===== src/rtl/wb_csr_pkg.sv =====
// Register offsets, STATUS/CTRL bit positions and reset values for wb_csr_fifo.
package wb_csr_pkg;

    // Register offsets within the low word-address window
    typedef enum logic [1:0] {
        CSR_SCRATCH = 2'd0,
        CSR_STATUS  = 2'd1,
        CSR_PUSH    = 2'd2,
        CSR_CTRL    = 2'd3
    } csr_addr_e;

    // STATUS fields
    localparam int unsigned STATUS_LEVEL_LSB = 0;
    localparam int unsigned STATUS_LEVEL_W   = 8;
    localparam int unsigned STATUS_EMPTY_BIT = 8;
    localparam int unsigned STATUS_FULL_BIT  = 9;
    localparam int unsigned STATUS_OVF_BIT   = 10;

    // Overflow clear is only honoured when this byte lane is selected
    localparam int unsigned STATUS_OVF_CLR_LANE = 1;

    // CTRL fields (both live in byte lane 0)
    localparam int unsigned CTRL_FLUSH_BIT  = 0;
    localparam int unsigned CTRL_OUT_EN_BIT = 1;
    localparam int unsigned CTRL_LANE       = 0;

    // Reset values
    localparam logic [31:0] SCRATCH_RESET    = 32'h0000_0000;
    localparam logic        OUT_ENABLE_RESET = 1'b0;
    localparam logic        OVERFLOW_RESET   = 1'b0;

endpackage


===== src/rtl/sync_fifo.sv =====
// Single-clock FIFO with fall-through head, flush and level count.
module sync_fifo #(
    parameter int unsigned WIDTH = 36,
    parameter int unsigned DEPTH = 8
) (
    input  logic                         clk,
    input  logic                         reset,
    input  logic                         push,
    input  logic [WIDTH-1:0]             push_data,
    input  logic                         pop,
    input  logic                         flush,
    output logic                         full,
    output logic                         empty,
    output logic [$clog2(DEPTH):0]       level,
    output logic [WIDTH-1:0]             head
);

    localparam int unsigned PTR_W = $clog2(DEPTH);
    localparam int unsigned LVL_W = PTR_W + 1;

    logic [WIDTH-1:0] mem [DEPTH];
    logic [PTR_W-1:0] wr_ptr;
    logic [PTR_W-1:0] rd_ptr;
    logic             push_ok;
    logic             pop_ok;

    assign full  = (level == LVL_W'(DEPTH));
    assign empty = (level == '0);
    assign head  = mem[rd_ptr];

    // Flush overrides both sides; a full FIFO still accepts a push alongside a pop
    assign pop_ok  = pop  & ~flush & ~empty;
    assign push_ok = push & ~flush & (~full | pop_ok);

    // Pointer and level bookkeeping; pointers wrap naturally at DEPTH (power of two)
    always_ff @(posedge clk) begin
        if (reset || flush) begin
            wr_ptr <= '0;
            rd_ptr <= '0;
            level  <= '0;
        end else begin
            if (push_ok) wr_ptr <= wr_ptr + PTR_W'(1);
            if (pop_ok)  rd_ptr <= rd_ptr + PTR_W'(1);
            case ({push_ok, pop_ok})
                2'b10:   level <= level + LVL_W'(1);
                2'b01:   level <= level - LVL_W'(1);
                default: level <= level;
            endcase
        end
    end

    // Storage write; contents are not reset
    always_ff @(posedge clk) begin
        if (push_ok) mem[wr_ptr] <= push_data;
    end

endmodule


===== src/rtl/wb_csr_fifo.sv =====
// Wishbone CSR block: scratch/status/push/ctrl registers feeding a push FIFO.
module wb_csr_fifo
    import wb_csr_pkg::*;
#(
    parameter int unsigned ADDRESS_WIDTH = 14,
    parameter int unsigned DATA_WIDTH    = 32,
    parameter int unsigned SEL_WIDTH     = 4,
    parameter int unsigned FIFO_DEPTH    = 8
) (
    input  logic                     clk,
    input  logic                     reset,
    input  logic                     wb_CYC,
    input  logic                     wb_STB,
    input  logic                     wb_WE,
    input  logic [ADDRESS_WIDTH-1:0] wb_ADR,
    input  logic [DATA_WIDTH-1:0]    wb_DAT_MOSI,
    input  logic [SEL_WIDTH-1:0]     wb_SEL,
    output logic                     wb_ACK,
    output logic [DATA_WIDTH-1:0]    wb_DAT_MISO,
    output logic                     out_valid,
    input  logic                     out_ready,
    output logic [DATA_WIDTH-1:0]    out_data,
    output logic [SEL_WIDTH-1:0]     out_sel
);

    localparam int unsigned LANE_W  = DATA_WIDTH / SEL_WIDTH;
    localparam int unsigned ENTRY_W = DATA_WIDTH + SEL_WIDTH;
    localparam int unsigned LVL_W   = $clog2(FIFO_DEPTH) + 1;

    logic [DATA_WIDTH-1:0] scratch;
    logic                  out_enable;
    logic                  overflow;

    logic                  access;
    logic                  in_window;
    csr_addr_e             reg_sel;
    logic                  wr_scratch;
    logic                  wr_status;
    logic                  wr_ctrl;
    logic                  push_req;
    logic                  pop_req;
    logic                  flush_req;
    logic                  ovf_clear;
    logic [DATA_WIDTH-1:0] rdata;

    logic                  fifo_full;
    logic                  fifo_empty;
    logic [LVL_W-1:0]      fifo_level;
    logic [ENTRY_W-1:0]    fifo_head;

    // A transfer is acted on in exactly the cycle its ACK is being generated
    assign access    = wb_CYC & wb_STB & ~wb_ACK;
    assign in_window = (wb_ADR[ADDRESS_WIDTH-1:2] == '0);
    assign reg_sel   = csr_addr_e'(wb_ADR[1:0]);

    assign wr_scratch = access & wb_WE & in_window & (reg_sel == CSR_SCRATCH);
    assign wr_status  = access & wb_WE & in_window & (reg_sel == CSR_STATUS);
    assign wr_ctrl    = access & wb_WE & in_window & (reg_sel == CSR_CTRL) & wb_SEL[CTRL_LANE];
    assign push_req   = access & wb_WE & in_window & (reg_sel == CSR_PUSH) & (wb_SEL != '0);
    assign flush_req  = wr_ctrl & wb_DAT_MOSI[CTRL_FLUSH_BIT];
    assign ovf_clear  = wr_status & wb_SEL[STATUS_OVF_CLR_LANE] & wb_DAT_MOSI[STATUS_OVF_BIT];

    assign out_valid = ~fifo_empty & out_enable;
    assign pop_req   = out_valid & out_ready;
    assign out_data  = fifo_head[ENTRY_W-1:SEL_WIDTH];
    assign out_sel   = fifo_head[SEL_WIDTH-1:0];

    sync_fifo #(
        .WIDTH (ENTRY_W),
        .DEPTH (FIFO_DEPTH)
    ) u_fifo (
        .clk       (clk),
        .reset     (reset),
        .push      (push_req),
        .push_data ({wb_DAT_MOSI, wb_SEL}),
        .pop       (pop_req),
        .flush     (flush_req),
        .full      (fifo_full),
        .empty     (fifo_empty),
        .level     (fifo_level),
        .head      (fifo_head)
    );

    // Read data mux; out-of-window and write-only registers read as zero
    always_comb begin
        rdata = '0;
        if (in_window) begin
            case (reg_sel)
                CSR_SCRATCH: rdata = scratch;
                CSR_STATUS: begin
                    rdata[STATUS_LEVEL_LSB +: STATUS_LEVEL_W] = STATUS_LEVEL_W'(fifo_level);
                    rdata[STATUS_EMPTY_BIT] = fifo_empty;
                    rdata[STATUS_FULL_BIT]  = fifo_full;
                    rdata[STATUS_OVF_BIT]   = overflow;
                end
                CSR_CTRL:    rdata[CTRL_OUT_EN_BIT] = out_enable;
                default:     rdata = '0;
            endcase
        end
    end

    // Bus handshake: single-cycle ACK pulse and read data valid only alongside it
    always_ff @(posedge clk) begin
        if (reset) begin
            wb_ACK      <= 1'b0;
            wb_DAT_MISO <= '0;
        end else begin
            wb_ACK      <= access;
            wb_DAT_MISO <= (access & ~wb_WE) ? rdata : '0;
        end
    end

    // Scratch register with per-lane write enables
    always_ff @(posedge clk) begin
        if (reset) begin
            scratch <= DATA_WIDTH'(SCRATCH_RESET);
        end else if (wr_scratch) begin
            for (int i = 0; i < int'(SEL_WIDTH); i++) begin
                if (wb_SEL[i]) scratch[i*LANE_W +: LANE_W] <= wb_DAT_MOSI[i*LANE_W +: LANE_W];
            end
        end
    end

    // Output enable and sticky overflow; a push dropped for lack of space sets overflow
    always_ff @(posedge clk) begin
        if (reset) begin
            out_enable <= OUT_ENABLE_RESET;
            overflow   <= OVERFLOW_RESET;
        end else begin
            if (wr_ctrl) out_enable <= wb_DAT_MOSI[CTRL_OUT_EN_BIT];
            if (push_req & fifo_full & ~pop_req & ~flush_req) overflow <= 1'b1;
            else if (ovf_clear) overflow <= 1'b0;
        end
    end

endmodule


===== config.mk =====
export PLATFORM = sky130hd
export DESIGN_NAME = wb_csr_fifo
export DESIGN_NICKNAME = d
export VERILOG_FILES = /design/src/rtl/wb_csr_pkg.sv /design/src/rtl/sync_fifo.sv /design/src/rtl/wb_csr_fifo.sv
export SDC_FILE = /design/constraint.sdc
export NUM_CORES = 1
export LEC_CHECK = 0
export BUFFER_PORTS_ARGS = -buffer_cell sky130_fd_sc_hd__buf_2
export CORE_ASPECT_RATIO = 1.25
export CORE_MARGIN = 2
export CORE_UTILIZATION = 44
export DETAILED_ROUTE_END_ITERATION = 16
export RECOVER_POWER = 50
export SLEW_MARGIN = 20
export SYNTH_ARGS = -nofsm -noshare
export SYNTH_HDL_FRONTEND = slang
export SYNTH_SLANG_ARGS = --single-unit

===== constraint.sdc =====
create_clock -name clk -period 8.6 [get_ports clk]
set_input_delay 1.29 -clock clk [delete_from_list [all_inputs] [get_ports clk]]
set_output_delay 1.29 -clock clk [all_outputs]
set_load 0.005 [all_outputs]

# Word-level counts from Yosys, hierarchy flattened
# Memories as Yosys holds them, arrays and structs flattened. A register that Yosys moved wholly into a read port is not among the register bits.
# Index checks and enable logic that the tools add are counted.
[word_totals] wordCells=79 inputBits=56 reg_bits=77 memories=1 ram_bits=288 out_inout_bits=70
[op_classes] eq_ne=6 add_sub_neg=4 muxes=10 reduce_logical=13 n_bitwise=33
[mem_list] memory="u_fifo.mem" depth=8 width=36 rd=1 rd_clocked_by_memory_dff=1 wr=1 line_no="sync_fifo.sv:21" text="logic [WIDTH-1:0] mem [DEPTH];"
[ops] op="$and A1 B1 Y1" n=23
[ops] op="$pmux W9 S2" n=1
[ops] op="$logic_not A12 Y1" n=1
[ops] op="$not A1 Y1" n=9
[ops] op="$pmux W4 S2" n=1
[ops] op="$reduce_and A2 Y1" n=4
[ops] op="$add A3 B1 Y3 const B" n=2
[ops] op="$eq A2 B2 Y1 const B" n=3
[ops] op="$mux W3" n=2
[ops] op="$add A4 B1 Y4 const B" n=1
[ops] op="$eq A2 B1 Y1 const B" n=2
[ops] op="$eq A4 B4 Y1 const B" n=1
[ops] op="$logic_not A4 Y1" n=1
[ops] op="$mux W1" n=4
[ops] op="$reduce_bool A2 Y1" n=2
[ops] op="$reduce_bool A4 Y1" n=1
[ops] op="$reduce_or A4 Y1" n=1
[ops] op="$sub A4 B1 Y4 const B" n=1
[ops] op="$pmux W1 S3" n=1
[ops] op="$reduce_or A3 Y1" n=1
[ops] op="$logic_not A2 Y1" n=1
[ops] op="$pmux W1 S2" n=1
[ops] op="$logic_or A1 B1 Y1" n=1
[ops] op="$or A1 B1 Y1" n=1

# Depth between registers and ports, before layout
# Gate-level depths: netlist of the first run.
[logic_depth] ltp_word=14 ltp_mapped=12 mapped_depth_nobuf=11

# Cells and area by module
# From an unflattened synthesis of the first run, not the netlist that was laid out.
[unflattened] hier_cells=761 area_unflattened_um2=14092.3
[modules_own_cells] module="sync_fifo" n_inst=1 area_per_inst_um2=11589.9 cells_per_inst=505 seq_area_each_um2=8908.5
[modules_own_cells] module="wb_csr_fifo" n_inst=1 area_per_inst_um2=2502.4 cells_per_inst=256 seq_area_each_um2=1341.3

# Worst setup path before layout of the first run
# No wires, ideal clock.
[synth_timing] path_kind="in2reg" from="input port wb_ADR[4]" to="memory u_fifo.mem[0][0], enable pin" n_path_buf=0 arrival_time_ns=5.634 setup_ns=0.520 required_ns=8.080 cell_stages=5 path_slack_ns=2.446 cell_sequence="nor4_4 > nand3_2 > nor3_1 > inv_1 > nor4_1"
[synth_via] elab_chain_cells=12 elab_cells_between_ends=15 cone_classes="2 x mux; 12 x bitwise; 1 x reduce/logical"
[synth_lines] item="from (decl)" line_no="wb_csr_fifo.sv:15" text="input logic [ADDRESS_WIDTH-1:0] wb_ADR,"
[synth_lines] item="$logic_not A12 Y1 (*)" line_no="wb_csr_fifo.sv:53" text="assign in_window = (wb_ADR[ADDRESS_WIDTH-1:2] == '0);"
[synth_lines] item="$and A1 B1 Y1 (*)" line_no="wb_csr_fifo.sv:58, wb_csr_fifo.sv:59"
[synth_lines] item="$and A1 B1 Y1 (2 in series)" line_no="wb_csr_fifo.sv:58" text="assign wr_ctrl = access & wb_WE & in_window & (reg_sel == CSR_CTRL) & wb_SEL[CTRL_LANE];"
[synth_lines] item="$and A1 B1 Y1" line_no="wb_csr_fifo.sv:60" text="assign flush_req = wr_ctrl & wb_DAT_MOSI[CTRL_FLUSH_BIT];"
[synth_lines] item="$not A1 Y1" line_no="sync_fifo.sv:32, sync_fifo.sv:33"
[synth_lines] item="$and A1 B1 Y1 (2 in series)" line_no="sync_fifo.sv:32" text="assign pop_ok = pop & ~flush & ~empty;"
[synth_lines] item="$or A1 B1 Y1" line_no="sync_fifo.sv:33" text="assign push_ok = push & ~flush & (~full | pop_ok);"
[synth_lines] item="$and A1 B1 Y1 (*)" line_no="sync_fifo.sv:33"
[synth_lines] item="$mux W1 (*)" line_no="sync_fifo.sv:54" text="if (push_ok) mem[wr_ptr] <= push_data;"
[synth_lines] item="$mux W1 (implied by the code) (*)" line_no="sync_fifo.sv:54"
[synth_lines] item="to (decl)" line_no="sync_fifo.sv:21"
# Mark *: on every way between the ends. The rest lies on a longest branch, timed or not.

==> results of run 1 <==
worst max-delay path by stage:
stage               from  slack (ns)                 to  depth (start not counted)
2_1_floorplan  wb_ADR[4]        2.45   u_fifo.mem[0][0]                          5
3_3_place_gp   wb_ADR[3]        4.40    wb_DAT_MISO[26]                          5
5_1_grt             flop        3.82         out_sel[2]                          4
6_report            flop        4.11         out_sel[2]                          4
4_1_cts             flop        3.94         out_sel[2]                          4
3_5_place_dp   wb_SEL[1]        4.35  u_fifo.mem[2][18]                          7
worst register-to-register path: cells and delay by family, from the launching register on:
| family | cells | cell delay [ns] |
|---|---|---|
| simple gates | 4 | 1.47 |
| compound gates | 2 | 0.17 |
| xor+xnor | 2 | 0.36 |
| flops | 1 | 0.39 |
| fa+ha+maj | 2 | 0.49 |
| buf+inv | 1 | 0.26 |
per-layer routing:
layer	up-vias	part of all wire [%]	track usage, %
met5	-	0	0
met4	0	3.2	6.70
met3	56	4.3	2.52
met2	208	49	30.5
met1	3851	43	25.3
li1	3322	-	-
cell usage after synthesis, types with 2 or more instances:
cell type	n	area share, %
nor4_4	3	0.46
ha_1	5	0.45
a22o_1	5	0.31
xor2_1	3	0.19
clkbuf_1	17	0.46
nor2b_1	2	0.089
inv_1	4	0.11
nor3_1	5	0.18
buf_6	4	0.32
o31ai_1	3	0.16
nand3_1	11	0.39
a21oi_1	40	1.4
clkbuf_2	4	0.14
nor2_1	10	0.27
buf_2	18	0.64
xnor2_1	2	0.13
buf_4	2	0.11
edfxtp_1	288	62
nand4_1	34	1.5
o21ai_0	36	1.3
nor4_1	5	0.22
nor4b_1	2	0.13
and2_1	27	1.2
nand2_1	6	0.16
and3_1	4	0.18
and4_1	2	0.13
mux2_2	36	2.9
dfxtp_1	80	11
mux4_2	72	12
buf_1	4	0.11
mux2i_1	3	0.21
power breakdown:
group,internal (mW),leakage (nW),switching (mW)
clock network,0.861,0.539,0.634
logic,0.00930,1.35,0.0392
registers,1.91,3.23,0.0000990
total,2.78,5.12,0.674
layout make-up:
cell class                      count  area share [%]
Tap cell                          412            3.20
Multi-Input combinational cell    337            21.7
Sequential cell                   368            63.6
Clock inverter                     16           0.908
Clock buffer                       46            6.02
Inverter                            4          0.0932
Timing Repair Buffer              144            4.39
kinds of logic (layout without fill, tap and decap cells):
group                    Yosys count  in the layout  synth area share [%]
flip-flops                       368            368                  73.2
AND/OR/NAND/NOR                  124            124                  5.77
multiplexers                     111            111                  14.7
AO/OA/AOI/OAI                     92             92                  3.68
buffers and inverters             53            210                  1.89
adder cells (fa/ha/maj)            5              5                 0.447
XOR/XNOR                           5              5                 0.313
registers in the layout (all words and copies together) (netlist names), named ones only:
register / count
u_fifo.mem: 288
scratch: 32
wb_DAT_MISO: 32
u_fifo.level: 4
u_fifo.rd_ptr: 3
u_fifo.wr_ptr: 3
out_enable: 1
overflow: 1
wb_ACK: 1
layout by cell type, fill, tap and decap left out, types with 4 or more instances in the layout:
cell type | synthesis | layout
and3_1 | 4 | 4
clkbuf_16 | 0 | 37
edfxtp_1 | 288 | 288
dfxtp_1 | 80 | 77
inv_1 | 4 | 4
a21oi_1 | 40 | 41
nor2_1 | 10 | 10
nand3_1 | 11 | 11
nand4_1 | 34 | 35
mux2_2 | 36 | 36
mux4_2 | 72 | 72
a22o_1 | 5 | 5
ha_1 | 5 | 5
and2_1 | 27 | 27
o21ai_0 | 36 | 36
nor4_2 | 0 | 4
buf_4 | 2 | 18
clkinv_1 | 0 | 5
clkbuf_1 | 17 | 60
nand2_1 | 6 | 6
buf_2 | 18 | 73
through the flow:
step	utilization, %	power (mW)	hold slack (ns)	area [sq um]	std cells
floorplan	-	1.97	0.423	14000	758
global placement	47.7	2.00	0.429	15100	1264
detailed placement	47.7	2.00	0.440	15100	1265
CTS	51.3	3.49	0.455	16200	1327
global route	51.0	3.55	0.475	16100	1327
finish	51.0	3.46	0.449	16100	1327
==> flow_summary.yaml, run 1 <==
run_status:
  status: "finished, violations left"
  violations: "capacitance limit, slew limit"
cells_and_area:
  final_nets: 951
  multi_input_area_sq_mm: 0.00350
  area_delta_synth_final_pct: 15.1
  antennaDiodeCount: 0
  drive_gt1_share_pct: 29.3
  regArea_sq_mm: 0.0103
  fillers: 2676
logic_synthesis:
  ys_async_sr_fraction_pct: 0
  syn_avg_cell_area_sq_um: 18.5
  synth_cell_types: 52
  syn-instance-count: 758
  ys_seq_area_share_pct: 73.2
  synth_area_sq_mm: 0.0140
  yosysWarnings: 0
  synth.net_count: 819
  synthFlopType: "edfxtp_1"
  ys_seq_elements: 368
  synth_edf_count: 288
timing:
  finClkSkew_ns: 0.0135
  fin_tns_setup_ns: 0
  worst_pin_slew_ns: 1.86
  hold_violations: 0
  rsz0062_at_grt: "no"
  finalMaxSlewViolations: 73
  setup_viol: 0
  setup_slack_ns: 4.11
  min_period_ns: 4.49
  finalCritPeriodShare_pct: 52.2
  slew_headroom_pct: -24.0
  fmax_ghz: 0.223
critical_path:
  crit_family: "multiplexers"
  critPathRequiredTime_ns: 7.31
  reg2reg_slack_ns: 5.39
  path_cells: "buf_4 -> mux4_2 -> mux2_2 -> buf_2"
  cp.arrival_ns: 3.20
  max_stage_delay_ns: 0.82
  rr_startpoint: "u_fifo.level[0]"
  worst-setup-path-type: "flop to primary output"
  cpMaxStageDelayCell: "dfxtp_4"
  startpoint_type: "flop"
  reg2reg_depth: 11
  cp_num_buf_inv: 2
  end_kind: "primary output"
  crit_fanout: 39
  rr_endpoint: "u_fifo.level[2]"
clocking:
  cts_max_path_buffers: 3
  post_cts_resized: 0
  cts_tree: "yes"
  cts_sinks: 368
  cts_buffers: 35
  htree_levels: 2
  hold_buffers: 0
  worstSkewPairLatency_ns: 0.51
  post_cts_buffers: 0
  cts_root_buffer: "clkbuf_16"
  path_clk_slew_ns: 0.06
drt:
  first_iter_violations: 506
  num_vias: 7437
  drt_wl_total_um: 30400
  routedWlPerCell_um: 22.9
  drc: 0
  vias_per_cell: 5.60
  ant_nets: 0
  drt_pass1_iterations: 5
power_and_ir_drop:
  leakage_nw: 5.12
  ir_drop_v: 0.000115
  p_per_area_mw_per_mm2: 215
grt:
  grt_pass1_wl_um: 45800
  overflow: 0
  grt_max_degree: 41
  grtUsageTotal_pct: 18.5
  grt_pass1_vias: 7535
  antenna_found_initial: 0
die:
  coreArea_sq_mm: 0.0316
  die_height_um: 203
  die_w_um: 164
  initial_core_util_pct: 44.3
  io_pins: 126
  dieArea_sq_mm: 0.0333
  rows: 73
placed_design:
  hpwlAfterDp_um: 18400
  gp_congestion: 0.738
  port_buffers: 125
  dp_slack_ns: 4.35
min_path:
  hold_class: "flop to flop"
  whs_path_depth: 1
  min_to: "wb_DAT_MISO[5]"
  hp-start: "scratch[5]"
job:
  drv_cap: 2
No activity file was read; power rests on OpenSTA's default activity.
==> inputs of run 2 (changes only) <==
==> constraint.sdc (replaced) <==
create_clock -name clk -period 4.5 [get_ports clk]
set_input_delay 0.675 -clock clk [delete_from_list [all_inputs] [get_ports clk]]
set_output_delay 0.675 -clock clk [all_outputs]
set_load 0.005 [all_outputs]
==> run 2 against run 1 <==
  * The flow still finishes with violations (capacitance limit, slew limit)
  * Cell area increased by 0.18%
  * Sequential power increased by 92%
  * Sequential share of layout area decreased by 0.11 points
  * Largest cell class unchanged
  * Wire length decreased by 1.5%
  * Combinational power increased by 93%
  * Power increased by 90%
  * Clock skew increased by 0.0038 ns
  * Cell count increased by 0.15%
  * Critical path depth increased by 8
==> flow_summary.yaml, run 2 (same netlist as run 1, synthesis figures left out) <==
critical_path:
  rr_endpoint: "u_fifo.level[2]"
  cpMaxStageDelayCell: "clkbuf_1"
  crit_fanout: 19
  path_cells: "clkbuf_1 -> o41a_1 -> nand3_1 -> nor3_1 -> inv_1 -> ha_1 -> xor2_1 -> ha_1 -> a21oi_1 -> xor2_1 -> or3_1 -> a21oi_1"
  startpoint_type: "primary input"
  reg2reg_slack_ns: 1.61
  end_kind: "flop"
  worst-setup-path-type: "primary input to flop"
  cp.arrival_ns: 3.78
  critPathRequiredTime_ns: 4.95
  rr_startpoint: "u_fifo.level[1]"
  max_stage_delay_ns: 0.79
  reg2reg_depth: 12
drt:
  drc: 0
  routedWlPerCell_um: 22.5
  first_iter_violations: 538
  vias_per_cell: 5.56
  ant_nets: 0
  drt_wl_total_um: 30000
  num_vias: 7390
  drt_pass1_iterations: 5
timing:
  finalMaxSlewViolations: 38
  finClkSkew_ns: 0.0173
  fin_tns_setup_ns: 0
  hold_violations: 0
  slew_headroom_pct: -26.7
  worst_pin_slew_ns: 1.90
  setup_viol: 0
  min_period_ns: 3.33
  rsz0062_at_grt: "no"
  fmax_ghz: 0.300
  finalCritPeriodShare_pct: 74.0
  whs_ns: 0.425
clocking:
  hold_buffers: 0
  htree_levels: 2
  post_cts_buffers: 0
  cts_max_path_buffers: 3
  path_clk_slew_ns: 0.06
  cts_root_buffer: "clkbuf_16"
  cts_tree: "yes"
  cts_buffers: 36
  post_cts_resized: 0
  cts_sinks: 368
  worstSkewPairLatency_ns: 0.52
power_and_ir_drop:
  ir_drop_v: 0.000224
  p_per_area_mw_per_mm2: 408
  leakage_nw: 5.12
die:
  dieArea_sq_mm: 0.0333
  coreArea_sq_mm: 0.0316
  rows: 73
  die_height_um: 203
  die_w_um: 164
  io_pins: 126
  initial_core_util_pct: 44.3
min_path:
  min_to: "wb_DAT_MISO[9]"
  hold_class: "primary input to flop"
  whs_path_depth: 2
  hp-start: "wb_ADR[1]"
cells_and_area:
  layout_commonest_cell: "edfxtp_1"
  post-route-cell-area_sq_mm: 0.0161
  largest_register: "u_fifo.mem"
  final_nets: 951
  fillers: 2630
  largest_reg_flops: 288
  reg_top3: "u_fifo.mem: 288 flops, scratch: 32 flops, wb_DAT_MISO: 32 flops"
  area_delta_synth_final_pct: 15.3
  final_cell_mix: "288 x edfxtp_1, 77 x dfxtp_1, 72 x mux4_2, 72 x buf_2, 61 x clkbuf_1"
  drive_gt1_share_pct: 29.0
placed_design:
  port_buffers: 125
  gp_congestion: 0.763
  placed_cell_area_sq_mm: 0.0151
  hpwlAfterDp_um: 17900
job:
  drv_cap: 1
grt:
  overflow: 0
  grt_max_degree: 47
  grt_pass1_wl_um: 45300
  grtUsageTotal_pct: 18.3
  antenna_found_initial: 1
  grt_pass1_vias: 7512
run_status:
  status: "finished, violations left"
  violations: "capacitance limit, slew limit"
run 2: how the worst max path moves through the flow:
| stage | from | endpoint | slack [ns] | cells past startpoint |
|---|---|---|---|---|
| final | wb_SEL[1] | u_fifo.level[2] | 1.17 | 12 |
| after global routing | wb_SEL[1] | u_fifo.level[2] | 0.95 | 12 |
| after CTS | flop | out_sel[2] | 1.18 | 4 |
| after detailed placement | wb_SEL[1] | u_fifo.level[2] | 1.13 | 12 |
| after global placement | wb_SEL[1] | u_fifo.level[2] | 1.18 | 12 |
| after floorplan | wb_ADR[4] | u_fifo.mem[0][0] | -1.04 | 5 |
run 2: through the flow:
stage               utilization (%)  worst slack, ns  total power [mW]  std cells
floorplan                         -            -1.04              3.76        758
global placement               47.8             1.18              3.83       1264
detailed placement             47.8             1.13              3.83       1264
CTS                            51.4             1.18              6.65       1328
global route                   51.1            0.951              6.78       1329
finish                         51.1             1.17              6.59       1329
run 2: final cells by class:
cell class / count / area (sq um) / area share, %
well taps: 412 / 515 / 3.19
clock inverters: 17 / 110 / 0.682
diodes: 1 / 2.50 / 0.0155
clock buffers: 47 / 1000 / 6.22
multi-input cells: 337 / 3510 / 21.7
repair buffers: 143 / 728 / 4.51
flip-flops and latches: 368 / 10300 / 63.5
inverters: 4 / 15.0 / 0.0930
run 2: worst max-delay path, delay by kind of cell:
kind,cells,cell delay [ns]
and+or+nand+nor,3,0.72
buffers and inverters,2,1.03
AOI/OAI and AO/OA,3,0.59
adders and majority gates,2,0.49
xor gates and xnor gates,2,0.25
run 2: metal layers:
metal | vias up | global-route usage (%) | wire [um]
met5 | - | 0 | 0
met4 | 0 | 6.20 | 852
met3 | 55 | 2.44 | 1570
met2 | 245 | 31.2 | 15000
met1 | 3770 | 24.2 | 12500
li1 | 3320 | - | -
run 2: power breakdown:
part | switching [mW] | leakage, nW | total, mW | internal, mW
clock network | 1.20 | 0.546 | 2.83 | 1.63
logic | 0.0759 | 1.34 | 0.0937 | 0.0178
registers | 0.000199 | 3.23 | 3.66 | 3.66
==> inputs of run 3 (changes only) <==
==> constraint.sdc (replaced) <==
create_clock -name clk -period 2.9 [get_ports clk]
set_input_delay 0.435 -clock clk [delete_from_list [all_inputs] [get_ports clk]]
set_output_delay 0.435 -clock clk [all_outputs]
set_load 0.005 [all_outputs]
==> run 3 against run 2 <==
  * The run now ends clean
  * First-iteration DRC count grew 1.1%
  * Register-to-register slack worse by 1.3 ns
  * Wire length increased by 4.7%
  * Critical endpoint is now out_sel[2]
  * Critical path type is now flop to primary output
  * Worst hold slack lost 0.23 ns
  * Sequential share of layout area shrank 1.6 points
  * Non-clock buffer count increased by 24
  * Combinational power rose by 61%
==> flow_summary.yaml, run 3 (same netlist as run 1, synthesis figures left out) <==
clocking:
  cts_max_path_buffers: 3
  cts_buffers: 36
  path_clk_slew_ns: 0.06
  hold_buffers: 0
  cts_root_buffer: "clkbuf_16"
  worstSkewPairLatency_ns: 0.52
  post_cts_buffers: 0
  cts_tree: "yes"
  post_cts_resized: 0
  htree_levels: 2
  cts_sinks: 368
critical_path:
  worst-setup-path-type: "flop to primary output"
  crit_fanout: 24
  cp_num_buf_inv: 2
  crit_family: "multiplexers"
  setup.worst_path.end: "out_sel[2]"
  max_stage_delay_ns: 0.55
  rr_startpoint: "u_fifo.level[3]"
  rr_endpoint: "u_fifo.level[2]"
  reg2reg_depth: 12
  critPathRequiredTime_ns: 2.47
  reg2reg_slack_ns: 0.33
  path_cells: "buf_12 -> mux4_2 -> mux2_2 -> buf_2"
  cp.arrival_ns: 2.35
  cpMaxStageDelayCell: "dfxtp_4"
  end_kind: "primary output"
  startpoint_type: "flop"
  critical_path_cell_count: 4
cells_and_area:
  layout_commonest_cell: "edfxtp_1"
  largest_register: "u_fifo.mem"
  regArea_sq_mm: 0.0103
  final_core_util_pct: 52.4
  final_cell_mix: "288 x edfxtp_1, 77 x dfxtp_1, 75 x buf_2"
  largest_reg_flops: 288
  final_nets: 975
  antennaDiodeCount: 0
  fillers: 2612
  drive_gt1_share_pct: 30.7
  area_delta_synth_final_pct: 18.3
  reg_top3: "u_fifo.mem: 288 flops, scratch: 32 flops, wb_DAT_MISO: 32 flops"
  multi_input_area_sq_mm: 0.00357
drt:
  drt_pass1_iterations: 5
  ant_nets: 0
  vias_per_cell: 5.56
  drt_wl_total_um: 31400
  first_iter_violations: 544
  num_vias: 7517
  routedWlPerCell_um: 23.2
  drc: 0
grt:
  globalRouteMet2Util_pct: 32.4
  antenna_found_initial: 0
  top_usage_layer: "met2"
  grtUsageTotal_pct: 19.1
  grt_pass1_vias: 7775
  overflow: 0
  met3_usage_pct: 2.77
  met1_usage_pct: 25.6
  grt_max_degree: 37
  grt_pass1_wl_um: 47000
power_and_ir_drop:
  p_per_area_mw_per_mm2: 630
  p_total_mw: 10.4
  seq_power_share_pct: 54.4
  leakage_nw: 5.30
  ir_drop_v: 0.000346
  p_sw_mw: 1.98
  pwr-share-comb_pct: 1.4
  pwr-share-clk_pct: 44.1
  p_int_mw: 8.45
  netSwitchingFraction_pct: 19.0
placed_design:
  hpwlAfterDp_um: 19000
  port_buffers: 125
  gp_congestion: 0.748
  dp_slack_ns: 0.112
die:
  die_w_um: 164
  dieArea_sq_mm: 0.0333
  io_pins: 126
  die_height_um: 203
  initial_core_util_pct: 44.3
  rows: 73
  coreArea_sq_mm: 0.0316
timing:
  setup_slack_ns: 0.113
  rsz0062_at_grt: "no"
  finalMaxSlewViolations: 0
  setup_viol: 0
  worst_pin_slew_ns: 1.10
  min_period_ns: 2.79
  hold_violations: 0
  finalCritPeriodShare_pct: 96.1
  finClkSkew_ns: 0.0148
  fin_tns_setup_ns: 0
  fmax_ghz: 0.359
  slew_headroom_pct: 26.9
job:
  drv_cap: 0
min_path:
  hold_class: "primary input to flop"
run_status:
  status: "complete, no violations"
run 3: cell count changes in the layout (fill, tap and decap cells not counted), sizes merged:
| cell | change |
|---|---|
| bufinv | +3 |
| clkbuf | +11 |
| clkinvlp | +1 |
| diode | -1 |
| buf | +19 |
| clkinv | -10 |
run 3: area by class of cell:
| class | instances | share of cell area [%] |
|---|---|---|
| inverters | 4 | 0.0907 |
| clock inverters | 11 | 0.944 |
| repair buffers | 167 | 6.32 |
| well taps | 412 | 3.11 |
| flip-flops and latches | 368 | 61.9 |
| multi-input cells | 337 | 21.6 |
| clock buffers | 53 | 6.01 |
run 3: power groups by stage:
| stage | Combinational [mW] | Sequential (mW) | Clock [mW] |
|---|---|---|---|
| final | 0.151 | 5.68 | 4.60 |
| after global routing | 0.166 | 5.67 | 4.88 |
| after CTS | 0.163 | 5.67 | 4.71 |
| after detailed placement | 0.162 | 5.79 | 0 |
| after global placement | 0.159 | 5.79 | 0 |
| after floorplan | 0.0373 | 5.79 | 0 |
run 3: through the flow:
step                      instances  area, sq um  hold slack (ns)
final                          1352        16600            0.194
after CTS                      1352        16700            0.169
after global routing           1352        16600            0.202
after detailed placement       1288        15500            0.436
after floorplan                 758        14100            0.423
after global placement         1288        15500            0.431
run 3: routing by layer:
metal / part of all wire [%] / up-vias
met3: 5.0 / 45
met5: 0 / -
li1: - / 3359
met2: 51 / 215
met4: 2.3 / 0
met1: 41 / 3898
run 3: worst min-delay path by stage:
stage | from | end | slack (ns) | depth (start not counted)
after CTS | wb_ADR[1] | wb_DAT_MISO[9] | 0.17 | 2
after detailed placement | scratch[25] | wb_DAT_MISO[25] | 0.44 | 1
after global routing | wb_ADR[1] | wb_DAT_MISO[9] | 0.20 | 2
after global placement | scratch[7] | wb_DAT_MISO[7] | 0.43 | 1
final | wb_ADR[1] | wb_DAT_MISO[9] | 0.19 | 2
after floorplan | scratch[11] | wb_DAT_MISO[11] | 0.42 | 1
run 3: worst reg2reg max path, delay by kind of cell (launching register included):
kind	cells	cell delay, ns
buf+inv	2	0.21
flops	1	0.35
xor+xnor	2	0.25
fa+ha+maj	2	0.44
compound gates	2	0.29
simple gates	4	0.96
